===== src/rtl/atm_pkg.sv =====
// Shared types for the ATM session controller: FSM states, BCD digit and
// the error-counter width helper.
package atm_pkg;

  typedef enum logic [2:0] {
    IDLE      = 3'd0,
    PIN_ENTRY = 3'd1,
    TRANS     = 3'd2,
    DONE      = 3'd3,
    BLOCKED   = 3'd4
  } atm_state_t;

  typedef logic [3:0] bcd_digit_t;

  // Counter must be able to hold MAX_INTENTOS itself (the lockout value).
  function automatic int err_cnt_w(input int max_intentos);
    return $clog2(max_intentos + 1);
  endfunction

endpackage


===== src/rtl/atm_pin_checker.sv =====
// Digit-by-digit PIN comparator with wrong-attempt counter and digit-entry
// idle timer. Emits single-cycle events to the session FSM.
module atm_pin_checker
  import atm_pkg::*;
#(
  parameter int PIN_DIGITS   = 4,
  parameter int MAX_INTENTOS = 3,
  parameter int TIMEOUT_CYC  = 64
) (
  input  logic                                clk,
  input  logic                                reset,
  input  logic                                active,
  input  logic [4*PIN_DIGITS-1:0]             pin,
  input  bcd_digit_t                          digit,
  input  logic                                digit_stb,
  output logic                                match_done,
  output logic                                mismatch,
  output logic                                blocked,
  output logic                                timeout,
  output logic [err_cnt_w(MAX_INTENTOS)-1:0]  errors
);

  localparam int IW = (PIN_DIGITS > 1) ? $clog2(PIN_DIGITS) : 1;
  localparam int TW = $clog2(TIMEOUT_CYC + 1);
  localparam int EW = err_cnt_w(MAX_INTENTOS);
  localparam logic [IW-1:0] LAST_IDX  = IW'(PIN_DIGITS - 1);
  localparam logic [TW-1:0] IDLE_LAST = TW'(TIMEOUT_CYC - 1);
  localparam logic [TW-1:0] IDLE_SAT  = TW'(TIMEOUT_CYC);
  localparam logic [EW-1:0] ERR_LAST  = EW'(MAX_INTENTOS - 1);

  logic [IW-1:0] idx;
  logic [TW-1:0] idle_cnt;
  bcd_digit_t    expected;
  logic          hit;

  // Select the PIN digit awaited at the current index (MS digit first).
  always_comb begin
    expected = '0;
    for (int i = 0; i < PIN_DIGITS; i++)
      if (idx == IW'(i)) expected = pin[4*(PIN_DIGITS-1-i) +: 4];
  end

  // active already folds in card presence, so a card drop masks the digit.
  assign hit        = active && digit_stb && (digit == expected);
  assign match_done = hit && (idx == LAST_IDX);
  assign mismatch   = active && digit_stb && (digit != expected);
  assign blocked    = mismatch && (errors == ERR_LAST);
  assign timeout    = active && !digit_stb && (idle_cnt == IDLE_LAST);

  // Index, idle timer and persistent error count.
  always_ff @(posedge clk) begin
    if (reset) begin
      idx      <= '0;
      idle_cnt <= '0;
      errors   <= '0;
    end else begin
      // Outside entry both index and timer sit at zero, so every entry
      // into PIN_ENTRY starts from a clean attempt.
      if (!active || match_done || mismatch || timeout) idx <= '0;
      else if (hit)                                    idx <= idx + IW'(1);

      if (!active || digit_stb)     idle_cnt <= '0;
      else if (idle_cnt != IDLE_SAT) idle_cnt <= idle_cnt + TW'(1);

      if (match_done)    errors <= '0;
      else if (mismatch) errors <= errors + EW'(1);
    end
  end

endmodule


===== src/rtl/atm_ctrl_param.sv =====
// ATM session controller: card/PIN FSM, pending-amount latch and the
// saturating balance datapath with withdrawal limit and funds checks.
module atm_ctrl_param
  import atm_pkg::*;
#(
  parameter int PIN_DIGITS    = 4,
  parameter int MONTO_W       = 32,
  parameter int MAX_INTENTOS  = 3,
  parameter int SALDO_INICIAL = 300000,
  parameter int LIMITE_RETIRO = 500000,
  parameter int TIMEOUT_CYC   = 64
) (
  input  logic                    CLK,
  input  logic                    RESET,
  input  logic                    TARJETA_RECIBIDA,
  input  logic [4*PIN_DIGITS-1:0] PIN,
  input  logic [3:0]              DIGITO,
  input  logic                    DIGITO_STB,
  input  logic                    TIPO_TRANS,
  input  logic [MONTO_W-1:0]      MONTO,
  input  logic                    MONTO_STB,
  output logic [MONTO_W-1:0]      BALANCE,
  output logic                    BALANCE_ACTUALIZADO,
  output logic                    ENTREGAR_DINERO,
  output logic                    FONDOS_INSUFICIENTES,
  output logic                    LIMITE_EXCEDIDO,
  output logic                    PIN_INCORRECTO,
  output logic                    ADVERTENCIA,
  output logic                    BLOQUEO,
  output logic                    TIMEOUT
);

  localparam int EW = err_cnt_w(MAX_INTENTOS);
  localparam logic [MONTO_W-1:0] SALDO0 = MONTO_W'(SALDO_INICIAL);

  atm_state_t         state, state_nxt;
  logic [MONTO_W-1:0] pend_amt;
  logic               pend_wd;
  logic               pend_vld;
  logic               active;
  logic               match_done, mismatch, blocked, timeout;
  logic [EW-1:0]      errors;
  logic               execute;
  logic [MONTO_W:0]   dep_sum;
  logic               over_limit, no_funds;

  assign active = (state == PIN_ENTRY) && TARJETA_RECIBIDA;

  atm_pin_checker #(
    .PIN_DIGITS   (PIN_DIGITS),
    .MAX_INTENTOS (MAX_INTENTOS),
    .TIMEOUT_CYC  (TIMEOUT_CYC)
  ) u_pin (
    .clk        (CLK),
    .reset      (RESET),
    .active     (active),
    .pin        (PIN),
    .digit      (DIGITO),
    .digit_stb  (DIGITO_STB),
    .match_done (match_done),
    .mismatch   (mismatch),
    .blocked    (blocked),
    .timeout    (timeout),
    .errors     (errors)
  );

  assign execute    = (state == TRANS) && TARJETA_RECIBIDA && pend_vld;
  assign dep_sum    = {1'b0, BALANCE} + {1'b0, pend_amt};
  assign over_limit = 64'(pend_amt) > 64'(LIMITE_RETIRO);
  assign no_funds   = pend_amt > BALANCE;

  assign ADVERTENCIA = (errors == EW'(MAX_INTENTOS - 1));
  assign BLOQUEO     = (state == BLOCKED);

  // State register.
  always_ff @(posedge CLK) begin
    if (RESET) state <= IDLE;
    else       state <= state_nxt;
  end

  // Next-state: card removal aborts before any digit or transaction event.
  always_comb begin
    state_nxt = state;
    unique case (state)
      IDLE:      if (TARJETA_RECIBIDA) state_nxt = PIN_ENTRY;
      PIN_ENTRY: begin
        if (!TARJETA_RECIBIDA) state_nxt = IDLE;
        else if (blocked)      state_nxt = BLOCKED;
        else if (match_done)   state_nxt = TRANS;
        else if (timeout)      state_nxt = IDLE;
      end
      TRANS: begin
        if (!TARJETA_RECIBIDA) state_nxt = IDLE;
        else if (pend_vld)     state_nxt = DONE;
      end
      DONE:      if (!TARJETA_RECIBIDA) state_nxt = IDLE;
      BLOCKED:   state_nxt = BLOCKED;
      default:   state_nxt = IDLE;
    endcase
  end

  // Pending amount latch; a strobe coinciding with the executing cycle is
  // kept for the next card rather than lost.
  always_ff @(posedge CLK) begin
    if (RESET) begin
      pend_vld <= 1'b0;
      pend_amt <= '0;
      pend_wd  <= 1'b0;
    end else begin
      if (execute) pend_vld <= 1'b0;
      if (state != BLOCKED && MONTO_STB) begin
        pend_amt <= MONTO;
        pend_wd  <= TIPO_TRANS;
        pend_vld <= 1'b1;
      end
    end
  end

  // Balance update and registered event pulses.
  always_ff @(posedge CLK) begin
    if (RESET) begin
      BALANCE              <= SALDO0;
      BALANCE_ACTUALIZADO  <= 1'b0;
      ENTREGAR_DINERO      <= 1'b0;
      FONDOS_INSUFICIENTES <= 1'b0;
      LIMITE_EXCEDIDO      <= 1'b0;
      PIN_INCORRECTO       <= 1'b0;
      TIMEOUT              <= 1'b0;
    end else begin
      BALANCE_ACTUALIZADO  <= 1'b0;
      ENTREGAR_DINERO      <= 1'b0;
      FONDOS_INSUFICIENTES <= 1'b0;
      LIMITE_EXCEDIDO      <= 1'b0;
      PIN_INCORRECTO       <= mismatch;
      TIMEOUT              <= timeout;
      if (execute) begin
        if (!pend_wd) begin
          BALANCE             <= dep_sum[MONTO_W] ? '1 : dep_sum[MONTO_W-1:0];
          BALANCE_ACTUALIZADO <= 1'b1;
        end else if (over_limit) begin
          LIMITE_EXCEDIDO <= 1'b1;
        end else if (no_funds) begin
          FONDOS_INSUFICIENTES <= 1'b1;
        end else begin
          BALANCE             <= BALANCE - pend_amt;
          BALANCE_ACTUALIZADO <= 1'b1;
          ENTREGAR_DINERO     <= 1'b1;
        end
      end
    end
  end

endmodule


===== config.mk =====
export PLATFORM = sky130hd
export DESIGN_NAME = atm_ctrl_param
export DESIGN_NICKNAME = d
export VERILOG_FILES = /design/src/rtl/atm_pkg.sv /design/src/rtl/atm_pin_checker.sv /design/src/rtl/atm_ctrl_param.sv
export SDC_FILE = /design/constraint.sdc
export NUM_CORES = 1
export LEC_CHECK = 0
export ABC_AREA = 1
export ABC_CLOCK_PERIOD_IN_PS = 6600
export CORE_AREA = 2 2 148 150
export CTS_BUF_LIST = sky130_fd_sc_hd__clkbuf_4
export CTS_CLUSTER_DIAMETER = 40
export DETAILED_ROUTE_END_ITERATION = 10
export DIE_AREA = 0 0 150 152
export HOLD_SLACK_MARGIN = 0.08
export MAX_ROUTING_LAYER = met4
export PLACE_DENSITY = 0.63
export REMOVE_ABC_BUFFERS = 1
export SYNTH_ARGS = -nofsm -noshare
export SYNTH_HDL_FRONTEND = slang
export SYNTH_SLANG_ARGS = --single-unit
export TNS_END_PERCENT = 20

===== constraint.sdc =====
create_clock -name CLK -period 6.6 [get_ports CLK]
set_input_delay 1.65 -clock CLK [delete_from_list [all_inputs] [get_ports CLK]]
set_output_delay 1.65 -clock CLK [all_outputs]
set_load 0.01 [all_outputs]

-- Yosys cells after proc, flatten, opt, wreduce, memory -nomap -nowiden
Index checks and enable logic that the tools add are counted.
- register bits after elaboration: 86
- output and inout bits: 40
- word-level logic and storage cells: 94
- $add $sub $neg: 5
- $lt $le $gt $ge: 2
- equality and inequality tests: 19
- multiplexer cells: 24
- bitwise logic cells: 2
- reduce and logical (&&, ||, !) cells: 28
- operator list (cell ; number):
    2-to-1 mux 32 bit ; 4
    adder 32 x 32 -> 33 bit ; 1
    > comparator 32 x 19 -> 1 bit, second input constant ; 1
    > comparator 32 bit ; 1
    subtractor 32 bit ; 1
    2-to-1 mux 3 bit ; 8
    2-to-1 mux 4 bit ; 4
    case mux 3 bit (5 select lines) ; 1
    logical AND 1 bit ; 11
    inequality test 2 bit, second input constant ; 4
    OR reduction 2 bit ; 4
    adder 7 x 1 -> 7 bit, second input constant ; 1
    == test 7 x 6 -> 1 bit, second input constant ; 1
    2-to-1 mux 1 bit ; 7
    inequality test 7 bit, second input constant ; 1
    == test 2 bit, second input constant ; 3
    == test 3 x 2 -> 1 bit, second input constant ; 2
    inequality test 3 bit, second input constant ; 2
    inequality test 5 x 4 -> 1 bit, second input constant ; 1
    adder 2 x 1 -> 2 bit, second input constant ; 2
    == test 4 bit ; 1
    logical OR 1 bit ; 4
    inequality test 4 bit ; 1
    AND reduction 4 bit ; 1
    11 further kinds ; 13

-- Logic depth before layout (Yosys ltp)
Gate-level depths: netlist (run 1).
- word-level depth: 12
- depth in mapped cells: 18

-- Cells and area by module
Synthesis (run 1) repeated with hierarchy kept, for this count alone.
- cells, all modules: 1603
- area total of the unflattened synthesis: 9004.9 sq um
- by module, submodules not included (module ; instances ; cells each ; area an instance (sq um) ; sequential area each (sq um)):
    atm_ctrl_param ; 1 ; 1461 ; 8106.5 ; 1501.4
    atm_pin_checker ; 1 ; 142 ; 898.4 ; 220.2

-- Worst setup path after synthesis (run 1)
No wires, ideal clock.
- kind: input to register
- from: in PIN[10]
- to: reg state[1]
- setup time: 0.115 ns
- data arrival time: 2.618 ns
- slack: 3.867 ns
- stages on the path: 12
- path buffers: 0
- cell sequence: a21oi_1 > nand2_1 > nand2_1 > nand2_1 > nand2_1 > nand2_1 > nor2_1 > nand2_1 > nand3_1 > nand3_1 > a21oi_1 > nor2_1
- longest elaborated chain between the ends: 10
- elaborated cells on any way between the ends: 15
- classes of those cells: eq/ne: 3; mux: 7; reduce/logical: 5
- ends and longest elaborated chain (what ; line ; source):
    from (decl) ; atm_ctrl_param.sv:16 ; input logic [4*PIN_DIGITS-1:0] PIN,
    2-to-1 mux 4 bit (*) (3 in series) ; atm_pin_checker.sv:40 ; if (idx == IW'(i)) expected = pin[4*(PIN_DIGITS-1-i) +: 4];
    == test 4 bit ; atm_pin_checker.sv:44 ; assign hit = active && digit_stb && (digit == expected);
    logical AND 1 bit ; atm_pin_checker.sv:44 ;
    logical AND 1 bit ; atm_pin_checker.sv:45 ; assign match_done = hit && (idx == LAST_IDX);
    2-to-1 mux 3 bit ; atm_ctrl_param.sv:89 ; else if (match_done) state_nxt = TRANS;
    2-to-1 mux 3 bit ; atm_ctrl_param.sv:88 ; else if (blocked) state_nxt = BLOCKED;
    2-to-1 mux 3 bit ; atm_ctrl_param.sv:87 ; if (!TARJETA_RECIBIDA) state_nxt = IDLE;
    case mux 3 bit (5 select lines) ; atm_ctrl_param.sv:84 ; unique case (state)
    to (signal assigned) ; atm_ctrl_param.sv:78 ; else state <= state_nxt;
    to (decl) ; atm_ctrl_param.sv:36 ; atm_state_t state, state_nxt;
Mark *: on every way between the ends. The rest lies on a longest branch, timed or not.
A chain may end at the register's enable or synchronous reset.

-- Worst setup path after layout (run 1)
- from: in TARJETA_RECIBIDA
- to: reg BALANCE[16]
- longest elaborated chain between the ends: 3
- ends and longest elaborated chain (what ; line ; source):
    from (decl) ; atm_ctrl_param.sv:15 ; input logic TARJETA_RECIBIDA,
    logical AND 1 bit (2 in series) ; atm_ctrl_param.sv:67 ; assign execute = (state == TRANS) && TARJETA_RECIBIDA && pend_vld;
    AND reduction 3 bit (no line) ; n/a ;
    to (signal assigned) ; atm_ctrl_param.sv:138 ; BALANCE <= dep_sum[MONTO_W] ? '1 : dep_sum[MONTO_W-1:0];
    to (signal assigned) ; atm_ctrl_param.sv:145 ; BALANCE <= BALANCE - pend_amt;
    to (decl) ; atm_ctrl_param.sv:22 ; output logic [MONTO_W-1:0] BALANCE,
No other way between the ends.

==> parameters.txt, run 1 <==
Parameter                              Value

Critical path
  Crit-path max FO    25
  Slowest CP cell    clkdlybuf4s50_1
  Class of the most critical setup path    input port to register
  Crit-path most repeated cell    nor2_1
  Critical path cell sequence    clkdlybuf4s50_1 -> nand3_1 -> nor2_1 -> nand2_1 -> inv_1 -> nand3_4 -> inv_4 -> nand2_2 -> a21oi_1 -> nor2_1
  Slowest Stage Delay on Critical Path    between 0.4 and 0.5 ns
  Data arrival time of the critical path    4.09 ns
  CP top delay family    simple AND/OR/NAND/NOR gates
  Type of element capturing the critical path    register
  CP required    between 6 and 7 ns
  Nature of the critical path startpoint    input port
  Buffer and inverter count on the worst path    3

Placed design
  Final RePlAce weighted congestion    0.9323
  Final HPWL DP    22,890 microns
  IO Port Bufs    between 90 and 100
  Post-placement cell area    9254 sq um
  Worst setup slack before clock tree synthesis    2.423 ns

Timing
  Worst clock skew on the final layout    0.03581 ns
  Total count of max-transition violations in the final report    0
  Post-route clock period utilization    between 50% and 60%
  Tightest Pin Transition    about 1.1 ns
  RSZ-0062 raised after global routing    false
  FMAX    about 270 MHz
  Post-route setup TNS    0 ns
  Slew Limit Headroom    about 25%
  Hold Fails Final Rpt    0
  Minimum clock period    3.704 ns
  Final critical-path setup slack    around 2.9 ns
  Final setup violating endpoints    0

Floorplan
  Core box area    21,350 sq um
  Initial cell density of the core    about two fifths
  Number of placed I/O pins    a little under 100
  Cell Rows    54
  Y dimension of the die    152 microns
  Die area    between 20,000 and 25,000 sq um
  Die X-Extent    roughly 150 microns

Clock tree
  Number of gates resized after CTS    0
  Longest Clk Path Bufs    2
  Count of H-tree levels built during CTS    3
  Clock insertion delay at the later pin of the skew report    between 0.5 and 0.6 ns
  TritonCTS buffer count    9
  Clock tree root driver cell    clkbuf_4
  Post-CTS Setup Repair Bufs    0
  Post-CTS Hold Fix Bufs    0
  CTS tree    done
  Clock transition at the registers of the reported paths    around 0.15 ns
  TritonCTS Sinks    between 80 and 90

GRT
  Number of global-route vias before repair    8,554
  Pin count of the biggest net entering global routing    67
  All-Layer GR Usage    26.24%
  Initial antenna violation count    1
  Global-route wire length before repair    around 45,000 microns
  Overall overflow remaining after global route    0

Power
  Cell leakage power    0.004569 uW
  Pint    roughly 800 uW
  Power density relative to cell area    145.9 nW/um^2
  Sw Pwr    around 570 uW
  Share of total power in sequential cells    41.2%
  Portion of total power attributed to combinational logic    36.5%
  Maximum resistive drop on vdd    ~120 uV
  Clk network pwr share    between 20% and 30%
  Switching Share    about two fifths

Yosys
  Post-synth cell types    43
  Instance count of the mapped netlist    1,387
  Cell taking the most area after synthesis    dfxtp_1
  Number of synthesized register bits    86
  Async SR Flop Fraction    0%
  Synth Cell Area    around 8000 sq um
  Cell with the most instances after synthesis    nand2_1
  Proportion of synthesized chip area in sequential cells    21.22%
  Warning count from the yosys run    0
  Number of enable-type register cells in the synthesized netlist    0
  Proportion of netlist area held by the largest area contributor    21.22%
  Mean instance size in the synthesized netlist    5.850 sq um
  Leading cell types by total area after synthesis    dfxtp_1 (21%), nand2_1 (16%), ha_1 (11%)
  Commonest cells post-synth    nand2_1 (351), inv_1 (202), a21oi_1 (148), nor2_1 (148), nand3_1 (119)
  Dominant register cell in the synthesized netlist    dfxtp_1

Detailed routing
  Routed wire per std cell    between 15 and 20 microns
  Violation count after the first detailed-routing iteration    about 650
  Wire length on met2    between 10,000 and 15,000 microns
  Met1 routed wirelength after detailed routing    ~14,000 microns
  Avg Vias per Cell    5.263
  Post-route DRC violation count    0
  Count of nets left with antenna violations after detail routing    0
  First-pass detailed-route iteration total    6
  Met3 layer wire length in the routed design    1940 microns
  Final WL    between 20,000 and 30,000 microns
  Count of vias placed by the detailed router    9,158
  Uppermost routed layer    met4

Outcome
  Result of the run    completed

Finish
  Design area    9378 sq um
  Finished Core Util    a little over two fifths
  Share of final-layout standard cells stronger than drive strength 1    about 3.4%
  Number of nets in the finished design    1,585
  Area added between synthesis and finish    15.57%

Flow run
  Max capacitance violation total    0

Worst hold path
  Class of the most critical hold timing path    register to register
==> flip-flops by register name, summed over array words and instances, names as in the netlist <==
| signal | flops |
|---|---|
| LIMITE_EXCEDIDO | 1 |
| TIMEOUT | 1 |
| BALANCE | 32 |
| PIN_INCORRECTO | 1 |
| pend_amt | 32 |
| u_pin.errors | 2 |
| u_pin.idle_cnt | 7 |
| u_pin.idx | 2 |
| pend_vld | 1 |
| ENTREGAR_DINERO | 1 |
| state | 3 |
| pend_wd | 1 |
| BALANCE_ACTUALIZADO | 1 |
| FONDOS_INSUFICIENTES | 1 |
==> kinds of logic after synthesis <==
kind of cell	count (synthesis)	share of synthesized area, %
buf+inv	251	12.15
fa+ha+maj	73	11.44
compound gates	276	17.73
flops	86	21.22
simple gates	689	36.16
xor+xnor	12	1.295
==> worst register-to-register path, delay by kind of cell (launching register included) <==
kind / cells / cell delay, ns
AOI/OAI and AO/OA: 3 / 0.66
adders and majority gates: 1 / 0.48
buffers and inverters: 2 / 0.56
DFF: 1 / 0.41
and+or+nand+nor: 7 / 1.39
==> metal layers <==
metal  track usage, %  up-vias
li1                 -     4601
met1            35.78     4218
met2            40.16      295
met3            4.054       44
met4            7.457        0
met5                -        -
==> cell type report <==
cell class	count	area, sq um
clock inverters	6	46.29
fillers	2384	11970
flip-flops and latches	86	1722
diodes	1	2.502
clock buffers	10	75.07
multi-input cells	1050	5409
inverters	207	779.5
well taps	280	350.3
repair buffers	100	993.5
==> power by group through the flow <==
stage,logic [uW],clock network [uW],registers [uW]
after detailed placement,491,0,575
final,500,305,564
after global placement,490,0,574
after floorplan,320,0,574
after global routing,558,331,568
after CTS,493,315,564
==> metrics by stage <==
stage / total power [uW] / hold slack [ns] / cells
after floorplan: 894.5 / 0.4431 / 1343
after global placement: 1064 / 0.4564 / 1723
after detailed placement: 1065 / 0.4540 / 1723
after CTS: 1371 / 0.4756 / 1739
after global routing: 1456 / 0.5236 / 1740
final: 1369 / 0.4758 / 1740
==> cells in the final DEF, fill, tap and decap left out, drive strengths merged <==
| master | n |
|---|---|
| a21boi | 2 |
| a21o | 5 |
| a21oi | 152 |
| a31oi | 2 |
| and2 | 1 |
| buf | 3 |
| clkbuf | 10 |
| clkdlybuf4s50 | 97 |
| clkinv | 2 |
| clkinvlp | 2 |
| dfxtp | 86 |
| diode | 1 |
| fa | 2 |
| ha | 71 |
| inv | 209 |
| nand2 | 356 |
| nand3 | 123 |
| nand3b | 5 |
| nand4 | 15 |
| nor2 | 151 |
| nor3 | 25 |
| nor4 | 5 |
| nor4b | 1 |
| o211ai | 1 |
| o21ai | 106 |
| o21bai | 7 |
| o31ai | 1 |
| or2 | 6 |
| or3 | 1 |
| xnor2 | 3 |
| xor2 | 9 |
==> worst paths after layout <==
check | start | endpoint | slack, ns | cells past startpoint
setup / recovery | TARJETA_RECIBIDA | BALANCE[16] | 2.90 | 10
hold / removal | u_pin.errors[0] | u_pin.errors[0] | 0.48 | 2
setup reg to reg | pend_amt[15] | BALANCE[16] | 3.00 | 13
hold reg to reg | u_pin.errors[0] | u_pin.errors[0] | 0.48 | 2
(Power assumes the default switching activity.)
==> run 2, diff against run 1 <==
--- a/config.mk
+++ b/config.mk
@@ -6,7 +6,7 @@
 export NUM_CORES = 1
 export LEC_CHECK = 0
 export ABC_AREA = 1
-export ABC_CLOCK_PERIOD_IN_PS = 6600
+export ABC_CLOCK_PERIOD_IN_PS = 3850
 export CORE_AREA = 2 2 148 150
 export CTS_BUF_LIST = sky130_fd_sc_hd__clkbuf_4
 export CTS_CLUSTER_DIAMETER = 40
==> constraint.sdc (replaced) <==
create_clock -name CLK -period 3.85 [get_ports CLK]
set_input_delay 0.9625 -clock CLK [delete_from_list [all_inputs] [get_ports CLK]]
set_output_delay 0.9625 -clock CLK [all_outputs]
set_load 0.01 [all_outputs]
==> parameters.txt, run 2 (same netlist as run 1, synthesis figures left out) <==
Parameter                              Value

Outcome
  Result of the run    completed

Placed design
  Post-placement cell area    9291 sq um (+0.41%)
  IO Port Bufs    97 (unchanged)
  Final RePlAce weighted congestion    0.9927 (+6.5%)
  Final HPWL DP    24,600 microns (+7.4%)

Timing
  RSZ-0062 raised after global routing    false
  Hold Fails Final Rpt    0 (unchanged)
  Worst clock skew on the final layout    0.02440 ns (-0.01141 ns)
  Post-route clock period utilization    between 70% and 80%
  Minimum clock period    approximately 2.9 ns
  Slew Limit Headroom    21.67% (-3.2 points)
  Post-route setup TNS    0 ns (unchanged)
  Post-Route Hold Slack    0.4817 ns (+0.005872 ns)
  FMAX    348.0 MHz
  Total count of max-transition violations in the final report    0 (unchanged)
  Final setup violating endpoints    0 (unchanged)
  Tightest Pin Transition    1.171 ns (+0.04724 ns)

Flow run
  Max capacitance violation total    0 (unchanged)

Critical path
  Slowest CP cell    ha_1
  Type of element capturing the critical path    register
  CP top delay family    simple AND/OR/NAND/NOR gates
  CP required    4.27 ns (-2.72 ns)
  Critical path cell sequence    inv_1 -> ha_1 -> nand2_1 -> o21ai_0 -> a21oi_1 -> nand2_1 -> nand2_1 -> nand3_2 -> nand3_4 -> buf_4 -> nor2_4 -> nand3_1 -> nand2_1 -> inv_1
  Buffer and inverter count on the worst path    3 (unchanged)
  Nature of the critical path startpoint    register
  Crit-path max FO    23 (-8.0%)
  Slowest Stage Delay on Critical Path    0.46 ns (-0.03 ns)
  Class of the most critical setup path    register to register
  Crit-path most repeated cell    nand2_1
  Data arrival time of the critical path    3.30 ns (-0.79 ns)

Finish
  Number of nets in the finished design    1,590 (+0.32%)
  Design area    9433 sq um (+0.59%)
  Commonest non-fill, non-tap cell in the layout    nand2_1
  Area added between synthesis and finish    16.25%
  Commonest cells after routing, fill and taps aside    nand2_1 (350), inv_1 (201), nor2_1 (148), a21oi_1 (148), nand3_1 (119)
  Count of fill cells added during filler insertion    2,399 (+0.63%)
  Biggest regs    BALANCE: 32 flops, pend_amt: 32 flops, u_pin.idle_cnt: 7 flops
  Share of final-layout standard cells stronger than drive strength 1    3.689% (+0.26 points)

Clock tree
  Clock tree root driver cell    clkbuf_4
  Number of gates resized after CTS    0 (unchanged)
  CTS tree    done
  Clock insertion delay at the later pin of the skew report    0.51 ns (about the same)
  Clock transition at the registers of the reported paths    0.16 ns (about the same)
  Post-CTS Setup Repair Bufs    0 (unchanged)
  Longest Clk Path Bufs    2 (unchanged)
  Post-CTS Hold Fix Bufs    0 (unchanged)
  Count of H-tree levels built during CTS    3 (unchanged)
  TritonCTS buffer count    9 (unchanged)
  TritonCTS Sinks    86 (unchanged)

Detailed routing
  Avg Vias per Cell    5.245 (-0.34%)
  Count of nets left with antenna violations after detail routing    0 (unchanged)
  Count of vias placed by the detailed router    9,153 (-0.055%)
  Violation count after the first detailed-routing iteration    793 (+23%)
  First-pass detailed-route iteration total    5 (-1)
  Final WL    30,570 microns (+4.9%)
  Post-route DRC violation count    0 (unchanged)
  Routed wire per std cell    17.52 microns (+4.6%)

Power
  Power density relative to cell area    256.9 nW/um^2 (+76%)
  Cell leakage power    0.004599 uW (+0.67%)
  Maximum resistive drop on vdd    151.4 uV (+28%)

GRT
  Initial antenna violation count    1 (unchanged)
  Number of global-route vias before repair    8,389 (-1.9%)
  Global Route met2 Usage    40.44% (+0.28 points)
  Met3 track utilization from global routing    4.144% (+0.090 points)
  Global-route wire length before repair    46,640 microns (+2.7%)
  All-Layer GR Usage    27.53% (+1.3 points)
  Global-route layer with the greatest usage    met2
  Routing usage on met1    38.81% (+3.0 points)
  Pin count of the biggest net entering global routing    67 (unchanged)
  Overall overflow remaining after global route    0 (unchanged)

Floorplan
  Y dimension of the die    152 microns (unchanged)
  Die X-Extent    150 microns (unchanged)
  Number of placed I/O pins    98 (unchanged)
  Initial cell density of the core    38.00% (unchanged)
  Die area    22,800 sq um (unchanged)
  Core box area    21,350 sq um (unchanged)
  Cell Rows    54 (unchanged)

Worst hold path
  Class of the most critical hold timing path    register to register
==> run 2: cell types whose count changed in the layout (fill, tap and decap cells not counted) <==
cell / previous run / this run
bufinv_16: 0 / 1
buf_4: 3 / 8
clkinv_1: 0 / 1
clkinv_4: 1 / 0
clkbuf_4: 10 / 9
==> run 2: per-layer routing <==
metal	routed length, microns	vias to the layer above
li1	-	4617
met1	14390	4170
met2	13310	321
met3	2144	45
met4	731	0
met5	0	-
==> run 2: final timing paths <==
check	startpoint	end	slack, ns	cells past startpoint
setup / recovery	pend_amt[15]	BALANCE[28]	0.98	14
hold / removal	u_pin.errors[0]	u_pin.errors[0]	0.48	2
setup reg to reg	pend_amt[15]	BALANCE[28]	0.98	14
hold reg to reg	u_pin.errors[0]	u_pin.errors[0]	0.48	2
==> run 2: through the flow <==
step                      power, uW  setup slack (ns)  util (%)  instances
final                          2423            0.9767     44.18       1745
after detailed placement       1841            0.7833     43.52       1728
after global placement         1845            0.7504     43.52       1728
after CTS                      2434             1.036     44.17       1744
after floorplan                1533             1.486         -       1343
after global routing           2570            0.8346     44.18       1745
==> run 2: worst min-delay path, delay by kind of cell (launching register included) <==
kind             cells  cell delay (ns)
flip-flops           1             0.34
AND/OR/NAND/NOR      1             0.06
AO/OA/AOI/OAI        1             0.05
==> run 2: area by class of cell <==
class                           instances  area, sq um  share of cell area (%)
Multi-Input combinational cell       1050         5409                   57.34
Sequential cell                        86         1722                   18.25
Timing Repair Buffer                  105         1031                   10.93
Clock buffer                            9        67.56                  0.7163
Clock inverter                          7        71.32                  0.7561
Antenna cell                            1        2.502                 0.02653
Tap cell                              280        350.3                   3.714
Inverter                              207        779.5                   8.264
==> run 2: report_power, final <==
part	switching [uW]	internal, uW	total, uW
combinational	574	299	874
clock	384	199	583
sequential	34.0	932	966
total	993	1430	2420
